<file path="config.mk">
export PLATFORM = sky130hd
export DESIGN_NAME = rr_packet_mux
export DESIGN_NICKNAME = d
export VERILOG_FILES = /design/src/rtl/rr_packet_mux.sv
export SDC_FILE = /design/constraint.sdc
export NUM_CORES = 1
export LEC_CHECK = 0
export ABC_AREA = 1
export BUFFER_PORTS_ARGS = -buffer_cell sky130_fd_sc_hd__buf_4
export CAP_MARGIN = 10
export CORE_MARGIN = 3
export CORE_UTILIZATION = 55
export DETAILED_ROUTE_END_ITERATION = 10
export PLACE_DENSITY = 0.82
export SYNTH_ARGS = -nofsm -noshare
export SYNTH_HDL_FRONTEND = slang
export SYNTH_SLANG_ARGS = --single-unit
</file>
<file path="constraint.sdc">
create_clock -name clk -period 4.9 [get_ports clk]
set_clock_uncertainty 0.1 [all_clocks]
set_input_delay 0.245 -clock clk [delete_from_list [all_inputs] [get_ports clk]]
set_output_delay 0.245 -clock clk [all_outputs]
set_load 0.005 [all_outputs]
</file>
<file path="src/rtl/rr_packet_mux.sv">
// N-to-1 packet multiplexer: round-robin or fixed-priority arbitration, grant held
// until the tail flit is accepted, and one registered valid/ready output stage.
module rr_packet_mux #(
    parameter int  NPORT    = 5,
    parameter int  WIDTH    = 8,
    parameter int  PRIORITY = 0,
    localparam int PW       = (NPORT > 1) ? $clog2(NPORT) : 1
) (
    input  logic                   clk,
    input  logic                   rst,
    input  logic [NPORT-1:0]       in_valid,
    input  logic [NPORT-1:0]       in_last,
    input  logic [NPORT*WIDTH-1:0] in_data,
    output logic [NPORT-1:0]       in_ready,
    output logic                   out_valid,
    input  logic                   out_ready,
    output logic [WIDTH-1:0]       out_data,
    output logic                   out_last,
    output logic [PW-1:0]          out_port,
    output logic                   busy
);

    typedef enum logic {S_IDLE, S_LOCKED} state_t;

    state_t           r_state, w_state_nxt;
    logic [PW-1:0]    r_ptr, w_ptr_nxt;
    logic [PW-1:0]    r_lock, w_lock_nxt;
    logic [NPORT-1:0] w_grant;
    logic [PW-1:0]    w_gidx;
    logic             w_load_en;
    logic             w_xfer;
    logic             w_sel_last;
    logic [WIDTH-1:0] w_sel_data;

    logic             r_out_valid_p1;
    logic             r_out_last_p1;
    logic [WIDTH-1:0] r_out_data_p1;
    logic [PW-1:0]    r_out_port_p1;

    // First requester strictly after ptr, wrapping around.
    function automatic logic [PW-1:0] rr_pick(input logic [NPORT-1:0] req,
                                              input logic [PW-1:0]    ptr);
        logic [PW-1:0] pick;
        logic          found;
        int            idx;
        pick  = '0;
        found = 1'b0;
        for (int k = 1; k <= NPORT; k++) begin
            idx = (int'(ptr) + k) % NPORT;
            if (!found && req[idx]) begin
                pick  = PW'(idx);
                found = 1'b1;
            end
        end
        return pick;
    endfunction

    function automatic logic [PW-1:0] fixed_pick(input logic [NPORT-1:0] req);
        logic [PW-1:0] pick;
        pick = '0;
        for (int i = NPORT - 1; i >= 0; i--) begin
            if (req[i]) pick = PW'(i);
        end
        return pick;
    endfunction

    assign w_load_en = !r_out_valid_p1 || out_ready;

    always_comb begin
        w_gidx  = '0;
        w_grant = '0;
        if (r_state == S_LOCKED) begin
            w_gidx          = r_lock;
            w_grant[r_lock] = 1'b1;
        end else if (|in_valid) begin
            w_gidx          = (PRIORITY != 0) ? fixed_pick(in_valid) : rr_pick(in_valid, r_ptr);
            w_grant[w_gidx] = 1'b1;
        end
    end

    assign in_ready   = (w_load_en && !rst) ? (w_grant & in_valid) : '0;
    assign w_xfer     = |in_ready;
    assign w_sel_data = in_data[int'(w_gidx)*WIDTH +: WIDTH];
    assign w_sel_last = in_last[w_gidx];

    always_comb begin
        w_state_nxt = r_state;
        w_ptr_nxt   = r_ptr;
        w_lock_nxt  = r_lock;
        case (r_state)
            S_IDLE: begin
                if (w_xfer) begin
                    if (w_sel_last) begin
                        w_ptr_nxt = w_gidx;
                    end else begin
                        w_state_nxt = S_LOCKED;
                        w_lock_nxt  = w_gidx;
                    end
                end
            end
            S_LOCKED: begin
                if (w_xfer && w_sel_last) begin
                    w_state_nxt = S_IDLE;
                    w_ptr_nxt   = r_lock;
                end
            end
            default: w_state_nxt = S_IDLE;
        endcase
    end

    always_ff @(posedge clk) begin
        if (rst) begin
            r_state <= S_IDLE;
            r_ptr   <= PW'(NPORT - 1);
            r_lock  <= '0;
        end else begin
            r_state <= w_state_nxt;
            r_ptr   <= w_ptr_nxt;
            r_lock  <= w_lock_nxt;
        end
    end

    // p0 -> p1: output register, held while downstream stalls
    always_ff @(posedge clk) begin
        if (rst) begin
            r_out_valid_p1 <= 1'b0;
            r_out_last_p1  <= 1'b0;
            r_out_data_p1  <= '0;
            r_out_port_p1  <= '0;
        end else if (w_load_en) begin
            r_out_valid_p1 <= w_xfer;
            if (w_xfer) begin
                r_out_data_p1 <= w_sel_data;
                r_out_last_p1 <= w_sel_last;
                r_out_port_p1 <= w_gidx;
            end
        end
    end

    assign out_valid = r_out_valid_p1;
    assign out_data  = r_out_data_p1;
    assign out_last  = r_out_last_p1;
    assign out_port  = r_out_port_p1;
    assign busy      = (r_state == S_LOCKED);

endmodule

</file>
### Word-level counts from Yosys, hierarchy flattened

Index checks and enable logic that the tools add are counted.

* register bits after elaboration: 20
* input port bits: 53
* output and inout port bits: 19
* word-level logic and storage cells: 107

* add/subtract/negate cells: 5
* div/mod/pow operators: 5
* order comparisons: 10
* eq/ne operators: 3
* shifts and indexed selects: 1
* muxes and demuxes: 53
* bitwise logic cells: 3
* reduce and logical (&&, ||, !) cells: 20

Operators with widths (number)
* < comparator 32 x 5 -> 1 bit, second input constant: 5
* remainder unit 32 x 4 -> 32 bit, second input constant: 5
* variable part select 40 x 7 -> 8 bit: 1
* two-way mux 3 bit: 12
* two-way mux 1 bit: 28
* binary-select mux 1 bit (select 3 bit): 6
* two-way mux 5 bit: 3
* < comparator 3 x 4 -> 1 bit, second input constant: 3
* OR reduction 5 bit: 2
* adder 3 x 2 -> 4 bit, second input constant: 2
* adder 3 x 3 -> 4 bit, second input constant: 2
* logical AND 1 bit: 8
* demux 1 bit (select 3 bit): 2
* >= comparator 3 x 1 -> 1 bit, second input constant: 2
* logical NOT 1 bit: 6
* one-hot mux 3 bit (2 select lines): 1
* AND reduction 3 bit: 2
* bitwise AND 5 bit: 1
* adder 3 x 1 -> 4 bit, second input constant: 1
* inequality test 2 bit, second input constant: 2
* inequality test 2 x 1 -> 1 bit, second input constant: 1
* inverter 1 bit: 2
* one-hot mux 1 bit (2 select lines): 1
* AND reduction 2 bit: 1
* logical OR 1 bit: 1

### Longest topological paths before layout

Gate-level depths: netlist of the first run.

* depth after elaboration: 40
* depth in mapped cells: 35
* gate-level depth less buffers: 35

### Least setup slack after synthesis of the first run

Ideal clock, no wire load.

* path kind: register -> register
* from: register r_ptr[1]
* to: register r_out_port_p1[2] (netlist: out_port[2])
* setup time: 0.113 ns
* arrival time: 4.018 ns
* data required time: 4.687 ns
* setup slack: 0.669 ns
* stages on the path, launching flop included: 30
* path buffers: 1
* clock period less this slack: 4.231 ns
* path through: dfxtp_1 > ha_1 > inv_1 > nand2_1 > nand2_4 > ha_1 > nor2_1 > nand2_2 > nand2_1 > xor2_1 > ha_1 > inv_1 > or2_2 > nand3_2 > nand2_2 > nand2_1 > xnor2_2 > o21bai_1 > nand2_1 > nor2_4 > nand2_1 > nand3_2 > nand2_2 > nand2_2 > o21ai_0 > a21oi_1 > nand2_4 > buf_4 > o21ai_1 > inv_1

* longest elaborated chain between the ends: 38
* elaborated cells on any way between the ends: 65
* classes of those cells: add/sub: 5; div: 5; order compare: 2; mux: 41; bitwise: 1; reduce/logical: 11

Ends and longest elaborated chain
* from (decl): line 26 `logic [PW-1:0] r_ptr, w_ptr_nxt;`
* from (signal assigned): line 114 `r_ptr <= PW'(NPORT - 1);`
* from (signal assigned): line 118 `r_ptr <= w_ptr_nxt;`
* adder 3 x 1 -> 4 bit: line 49 `idx = (int'(ptr) + k) % NPORT;`
* remainder unit 32 x 4 -> 32 bit: line 49
* binary-select mux 1 bit (select 3 bit): line 50 `if (!found && req[idx]) begin`
* two-way mux 1 bit (not written as such) (2 in series): line 50
* two-way mux 1 bit: line 50
* two-way mux 1 bit: line 75 `end else if (|in_valid) begin`
* two-way mux 1 bit: line 72 `if (r_state == S_LOCKED) begin`
* logical NOT 1 bit: line 50
* [... 21 more ...]
* two-way mux 1 bit (not written as such): line 77 `w_grant[w_gidx] = 1'b1;`
* demux 1 bit (select 3 bit): line 77
* two-way mux 5 bit: line 75
* two-way mux 5 bit: line 72
* bitwise AND 5 bit: line 81 `assign in_ready = (w_load_en && !rst) ? (w_grant & in_valid) : '0;`
* two-way mux 5 bit: line 81
* OR reduction 5 bit: line 82 `assign w_xfer = |in_ready;`
* AND reduction 2 bit (no line)
* to (signal assigned): line 135 `r_out_port_p1 <= w_gidx;`
* to (decl): line 38 `logic [PW-1:0] r_out_port_p1;`

Mark *: on every way between the ends. The rest lies on a longest branch, timed or not. The select of a mux whose other input is x is not followed.
A chain may end at the register's enable or synchronous reset.

### Final worst setup path of the first run

* from: register r_ptr[0]
* to: register r_ptr[0]

* longest elaborated chain between the ends: 40
* elaborated cells on any way between the ends: 74
* classes of those cells: add/sub: 5; div: 5; order compare: 2; eq/ne: 3; mux: 46; bitwise: 1; reduce/logical: 12

Ends and longest elaborated chain
* adder 3 x 1 -> 4 bit: line 49
* remainder unit 32 x 4 -> 32 bit: line 49
* binary-select mux 1 bit (select 3 bit): line 50
* two-way mux 1 bit (not written as such) (2 in series): line 50
* two-way mux 1 bit: line 50
* two-way mux 1 bit: line 75
* two-way mux 1 bit: line 72
* logical NOT 1 bit: line 50
* [... 23 more ...]
* two-way mux 5 bit: line 75
* two-way mux 5 bit: line 72
* bitwise AND 5 bit: line 81
* two-way mux 5 bit: line 81
* OR reduction 5 bit: line 82
* logical AND 1 bit: line 102 `if (w_xfer && w_sel_last) begin`
* inequality test 2 x 1 -> 1 bit (no line)
* AND reduction 3 bit (no line)

Marks and branches as above.

==> impl_metrics.toml, run 1 <==
[cts]
htree_levels = 1
holdBufCountCts = 0
clk_pin_slew_ps = 80
clock_latency_ps = 260
cts-root-buf = "clkbuf_8"
clockBufferDepth = 2
cts_buffers = 3
cts_tree = "done"
cts.sinks = 20

[global_route]
grt_pass1_vias = 3174
overflow = 0
grt_use_total = 0.261
grt_max_degree = 29
antenna_found_initial = 0
grt_pass1_wl_um = 14000

[cells_and_area]
fillers = 456
register_area_sq_um = 404
multiInputGateArea_sq_um = 2340
n_antenna_cell = 0
synthToLayoutAreaGrowth_pct = 23.6
drive_above_1_share = 0.279
nets = 660

[synth]
synthFlopType = "dfxtp_1"
synth_fp_nets = 586
synth_edf_count = 0
ys_warn_count = 0
syn-instance-count = 512
ys_async_sr_fraction = 0
postSynthAreaPerCell_sq_um = 5.97
ys_seq_area_frac = 0.131
mappedNetlistArea_sq_um = 3060
ys_types = 41
ys_seq_elements = 20

[placed_design]
globalplace.congestion = 0.982
dp_hpwl_um = 6740
portBuffers = 71

[routing]
vias = 3550
wl_per_cell_um = 13.2
drt_iter0_drc = 156
via_per_inst = 5.42
drt.antenna.violating_nets = 0
drc = 0
dr.pass1.iters = 4
totalWireLength_um = 8620

[setup_path]
crit_buf_inv = 3
path_common_cell = "nand2_1"
start_kind = "flop"
worst_setup_path_end_kind = "flop"
r2r_start = "r_ptr[0]$_SDFFE_PP0P_"
cpLargestDelayFamily = "simple AND/OR/NAND/NOR gates"
crit_required_ps = 4960
cp_slowest_stage_delay_ps = 430
cp_max_fo = 14
arrival_ps = 4580
cp-startpoint = "r_ptr[0]$_SDFFE_PP0P_"
critical_path_class = "reg -> reg"
cpMaxStageDelayCell = "dfxtp_2"

[sta]
setup_viol = 0
post-route-period-util = 0.921
worstMarginPinSlew_ps = 656
rsz0062_at_grt = "false"
period_needed_ps = 4510
final.setup.tns_ps = 0
hold_viol_final = 0
slew_violations = 0
timing.fmax_mhz = 222
slew_headroom = 0.552

[flow_run]
maxCapViolCount = 0

[die]
chipHeight_um = 80.5
die_w_um = 80.5
row_count = 26
dieArea_sq_um = 6490
start_util = 0.583
coreArea_sq_um = 5240
pin_count = 72

[min_path]
hold_start = "rst"
hold_path.class = "in -> reg"

[run_status]
status = "complete, no violations"
[kinds of logic (layout without fill, tap and decap cells)]
family                   after synthesis  in the layout  synth area share
AND/OR/NAND/NOR                      295            296             0.489
buffers and inverters                 89            161             0.120
AO/OA/AOI/OAI                         80             80             0.152
adder cells (fa/ha/maj)               21             21            0.0860
flip-flops                            20             20             0.131
XOR/XNOR                               7              7            0.0225
[routing by layer]
metal	track usage	vias to the layer above	wire (um)
li1	-	1803	-
met1	0.353	1622	3860
met2	0.444	111	4170
met3	0.0370	14	495
met4	0.0473	0	95
met5	0	-	0
[final timing paths]
path | end | slack, ps | depth (start not counted)
worst max-delay path | r_ptr[0]$_SDFFE_PP0P_ | 390 | 34
worst min-delay path | out_last$_SDFFE_PP0P_ | 110 | 2
worst max register to register | r_ptr[0]$_SDFFE_PP0P_ | 390 | 34
worst min register to register | out_port[2]$_SDFFE_PP0P_ | 380 | 2
[cell usage after synthesis, types with 3 or more instances]
master	number	area, sq um
nand2_1	134	503
dfxtp_1	20	400
xor2_1	4	35.0
clkinv_1	3	11.3
o21ai_0	27	135
nand4_1	9	56.3
a21oi_2	6	52.6
nor2_2	3	18.8
nor3_1	3	15.0
a21oi_1	18	90.1
buf_2	5	25.0
nand3_1	54	270
buf_4	3	22.5
o21ai_1	15	75.1
nor2_1	37	139
nand2_4	7	78.8
inv_1	67	251
nand2_2	22	138
nand3_2	11	110
nor2_4	5	56.3
inv_2	8	30.0
ha_1	21	263
o211ai_1	8	60.1
[cell type report]
cell class                      count  share of cell area
Inverter                           79              0.0808
Clock buffer                        4              0.0146
Timing Repair Buffer               78               0.155
Multi-Input combinational cell    404               0.619
Sequential cell                    20               0.107
Tap cell                           70              0.0232
[what timing repair did]
| item | 4_1_cts | 5_1_grt |
|---|---|---|
| endpoints found under the setup margin | 0 | 24 |
| buffers inserted | 0 | 1 |
| gates resized for setup | 0 | 14 |
[worst register-to-register path: cells and delay by family, from the launching register on]
family / cells / cell delay [ps]
xor gates and xnor gates: 1 / 200
buffers and inverters: 3 / 200
DFF: 1 / 430
adders and majority gates: 3 / 590
and+or+nand+nor: 27 / 2900
[cells in the final DEF, fill, tap and decap left out, drive strengths merged]
master	count
nand4	9
dfxtp	20
ha	21
o2111ai	1
xor2	4
o21bai	1
a31oi	1
a21oi	24
buf	78
nand3	66
o21ai	43
nand2	164
a2111oi	1
o211ai	8
or2	3
clkbuf	4
a211oi	1
xnor2	3
clkinv	2
nor3	4
nor4	2
inv	76
clkinvlp	1
and2	1
nor2	47
[per-stage QoR]
stage	cell area [sq um]	utilization	instances	hold WS, ps	worst slack (ps)
after floorplan	3060	-	512	218	669
after global placement	3650	0.698	649	352	380
after detailed placement	3650	0.698	649	362	126
after CTS	3710	0.708	653	106	110
after global routing	3780	0.721	655	105	5.17
final	3780	0.721	655	109	387
[sequential cells by signal, indices dropped and copies added (netlist names), named ones only]
name       cells
out_valid      1
r_lock         3
out_last       1
r_ptr          3
out_data       8
out_port       3
Power of run 1 is not shown: default switching activity piles up to over one toggle a cycle in this logic, so the estimate is an artifact.
==> run 2: changes to the inputs <==
Settings changed: ABC_AREA 1 to 0, PLACE_DENSITY 0.82 to 0.81.
==> impl_metrics.toml, run 2 <==
[run_status]
status = "complete, no violations"

[sta]
timing.hold.ws_ps = 157
post-route-period-util = 0.993
timing.fmax_mhz = 206
final.setup.tns_ps = 0
slew_violations = 0
slew_headroom = 0.572
hold_viol_final = 0
period_needed_ps = 4870
worstMarginPinSlew_ps = 635
rsz0062_at_grt = "true"
setup_viol = 0

[cells_and_area]
fillers = 394
drive_above_1_share = 0.327
n_antenna_cell = 0
nets = 604
synthToLayoutAreaGrowth_pct = 33.6
largest_register_ffs = 8
mostFrequentLayoutCells = "buf_4, mux2i_1, nand2_1"
layout_commonest_cell = "buf_4"

[cts]
holdBufCountCts = 0
cts_tree = "done"
clk_pin_slew_ps = 80
htree_levels = 1
clockBufferDepth = 2
clock_latency_ps = 260
cts_buffers = 3
cts-root-buf = "clkbuf_8"
cts.sinks = 20

[global_route]
grt_max_degree = 34
grt_pass1_vias = 3622
antenna_found_initial = 0
overflow = 0
grt_pass1_wl_um = 17600
grt_use_total = 0.297

[synth]
synthTopCellsByArea = "dfxtp_1, mux2i_1, ha_1"
ys_seq_area_frac = 0.120
synth_largest_area_cell = "dfxtp_1"
ys_async_sr_fraction = 0
synth_most_common_cell = "mux2i_1"
netlist_top_cells_count = "mux2i_1, nand2_1, nor3_1"
mappedNetlistArea_sq_um = 3350
postSynthAreaPerCell_sq_um = 7.68
synth_edf_count = 0
yosysTopAreaCellShare = 0.120
synth_fp_nets = 510
synthFlopType = "dfxtp_1"
ys_types = 81
ys_warn_count = 0
ys_seq_elements = 20
syn-instance-count = 436

[power_and_ir_drop]
p_leak_nw = 1.94
power_per_cell_area_nw_per_um2 = 690
vdd_drop_max_mv = 0.410
totalPowerFinal_w = 0.00309

[routing]
drt_iter0_drc = 379
dr.pass1.iters = 5
drc = 0
via_per_inst = 6.66
wl_per_cell_um = 18.4
totalWireLength_um = 11100
vias = 4003
drt.antenna.violating_nets = 0

[min_path]
hold_start = "rst"
hold_path.class = "in -> reg"
holdPathEnd = "r_ptr[1]$_SDFFE_PP0P_"
hold_depth = 2

[setup_path]
path_common_cell = "ha_4"
r2r_start = "r_ptr[0]$_SDFFE_PP0P_"
rr_worst_depth = 20
cpMaxStageDelayCell = "or4_4"
ff2ff_setup_slack_ps = 30
crit_chain = "ha_4, xnor2_4, inv_2, ha_4, nor4b_4, nor3_4, xnor2_2, ha_2, nor2b_4, or3_1, o311a_4, o211ai_1, o22ai_2, or4_4, nor4_4, a221o_1, mux2i_1, o31a_1, or3_4, a31o_1"
critical_path_class = "reg -> reg"
start_kind = "flop"
arrival_ps = 4920
cpLargestDelayFamily = "simple AND/OR/NAND/NOR gates"
crit_buf_inv = 1
crit-reg2reg-capture = "r_ptr[0]$_SDFFE_PP0P_"
cp_max_fo = 5
cp_slowest_stage_delay_ps = 460
crit_required_ps = 4960
worst_setup_path_end_kind = "flop"

[die]
row_count = 27
pin_count = 72
die_w_um = 84.0
coreArea_sq_um = 5710
chipHeight_um = 84.0
start_util = 0.586
dieArea_sq_um = 7060

[placed_design]
portBuffers = 71
dp_hpwl_um = 8400
globalplace.congestion = 0.966

[flow_run]
maxCapViolCount = 0
[run 2: cell types whose count changed in the layout (fill, tap and decap cells not counted), sizes merged, moves of 8 or more]
cell / previous run / this run
nand3: 66 / 9
nor2: 47 / 21
nor4: 2 / 11
and3: 0 / 8
inv: 76 / 24
mux2i: 0 / 38
or3: 0 / 8
a221oi: 0 / 10
buf: 78 / 117
nor3: 4 / 30
nand2: 164 / 32
a21o: 0 / 8
o21ai: 43 / 23
[run 2: area by class of cell]
class | count | area (sq um) | area share
well taps | 72 | 90.1 | 0.0202
multi-input cells | 364 | 2910 | 0.651
clock inverters | 1 | 30.0 | 0.00672
clock buffers | 3 | 41.3 | 0.00924
flip-flops and latches | 20 | 409 | 0.0915
inverters | 24 | 92.6 | 0.0207
repair buffers | 117 | 898 | 0.201
[run 2: logic make-up after synthesis]
group           count (synthesis)  synth area share
simple gates                  158             0.261
compound gates                129             0.288
buf+inv                        52            0.0677
mux                            46             0.156
fa+ha+maj                      21            0.0785
flops                          20             0.120
xor+xnor                       10            0.0284
[run 2: power breakdown]
group | switching (W) | internal (W)
sequential | 0.0000470 | 0.000213
combinational | 0.00144 | 0.00122
clock | 0.0000593 | 0.000109
total | 0.00155 | 0.00154
[run 2: per-stage QoR]
| stage | instance area [sq um] | util | worst slack (ps) | std cells |
|---|---|---|---|---|
| 2_1_floorplan | 3460 | - | -102 | 436 |
| 3_3_place_gp | 4220 | 0.738 | 159 | 586 |
| 3_5_place_dp | 4220 | 0.738 | -52.0 | 586 |
| 4_1_cts | 4310 | 0.755 | 30.0 | 590 |
| 5_1_grt | 4470 | 0.783 | -167 | 601 |
| 6_report | 4470 | 0.783 | 34.0 | 601 |
[run 2: what timing repair did]
action	CTS	global route
setup endpoints to repair	14	23
buffers inserted	0	11
resized for setup	3	16
pin swaps	1	6
[run 2: worst max path at each step]
stage,startpoint,to,slack [ps],cells past startpoint
after floorplan,r_ptr[1]$_SDFFE_PP0P_,r_ptr[0]$_SDFFE_PP0P_,-100,22
final,r_ptr[0]$_SDFFE_PP0P_,r_ptr[0]$_SDFFE_PP0P_,30,20
after global routing,r_ptr[1]$_SDFFE_PP0P_,r_ptr[1]$_SDFFE_PP0P_,-170,21
after detailed placement,r_ptr[0]$_SDFFE_PP0P_,r_ptr[0]$_SDFFE_PP0P_,-50,20
after CTS,r_ptr[0]$_SDFFE_PP0P_,r_lock[1]$_SDFFE_PP0P_,30,21
after global placement,r_ptr[0]$_SDFFE_PP0P_,r_ptr[0]$_SDFFE_PP0P_,160,20
[run 2: worst register-to-register path: stages, from the launching register on]
cell and delay [ps]:
dfxtp_4 380, ha_4 180, xnor2_4 160, inv_2 80
ha_4 180, nor4b_4 310, nor3_4 100, xnor2_2 230
ha_2 230, nor2b_4 40, or3_1 320, o311a_4 170
o211ai_1 220, o22ai_2 110, or4_4 460, nor4_4 190
a221o_1 210, mux2i_1 110, o31a_1 350, or3_4 380
a31o_1 240
[run 2: per-layer routing]
metal / wire [um] / global-route usage / vias up / part of all wire
met3: 1080 / 0.0582 / 32 / 0.097
met1: 4550 / 0.403 / 1862 / 0.41
met5: 0 / 0 / - / 0
li1: - / - / 1869 / -
met2: 5190 / 0.467 / 240 / 0.47
met4: 270 / 0.104 / 0 / 0.024
Note: power is estimated with default switching activity, not from simulation.
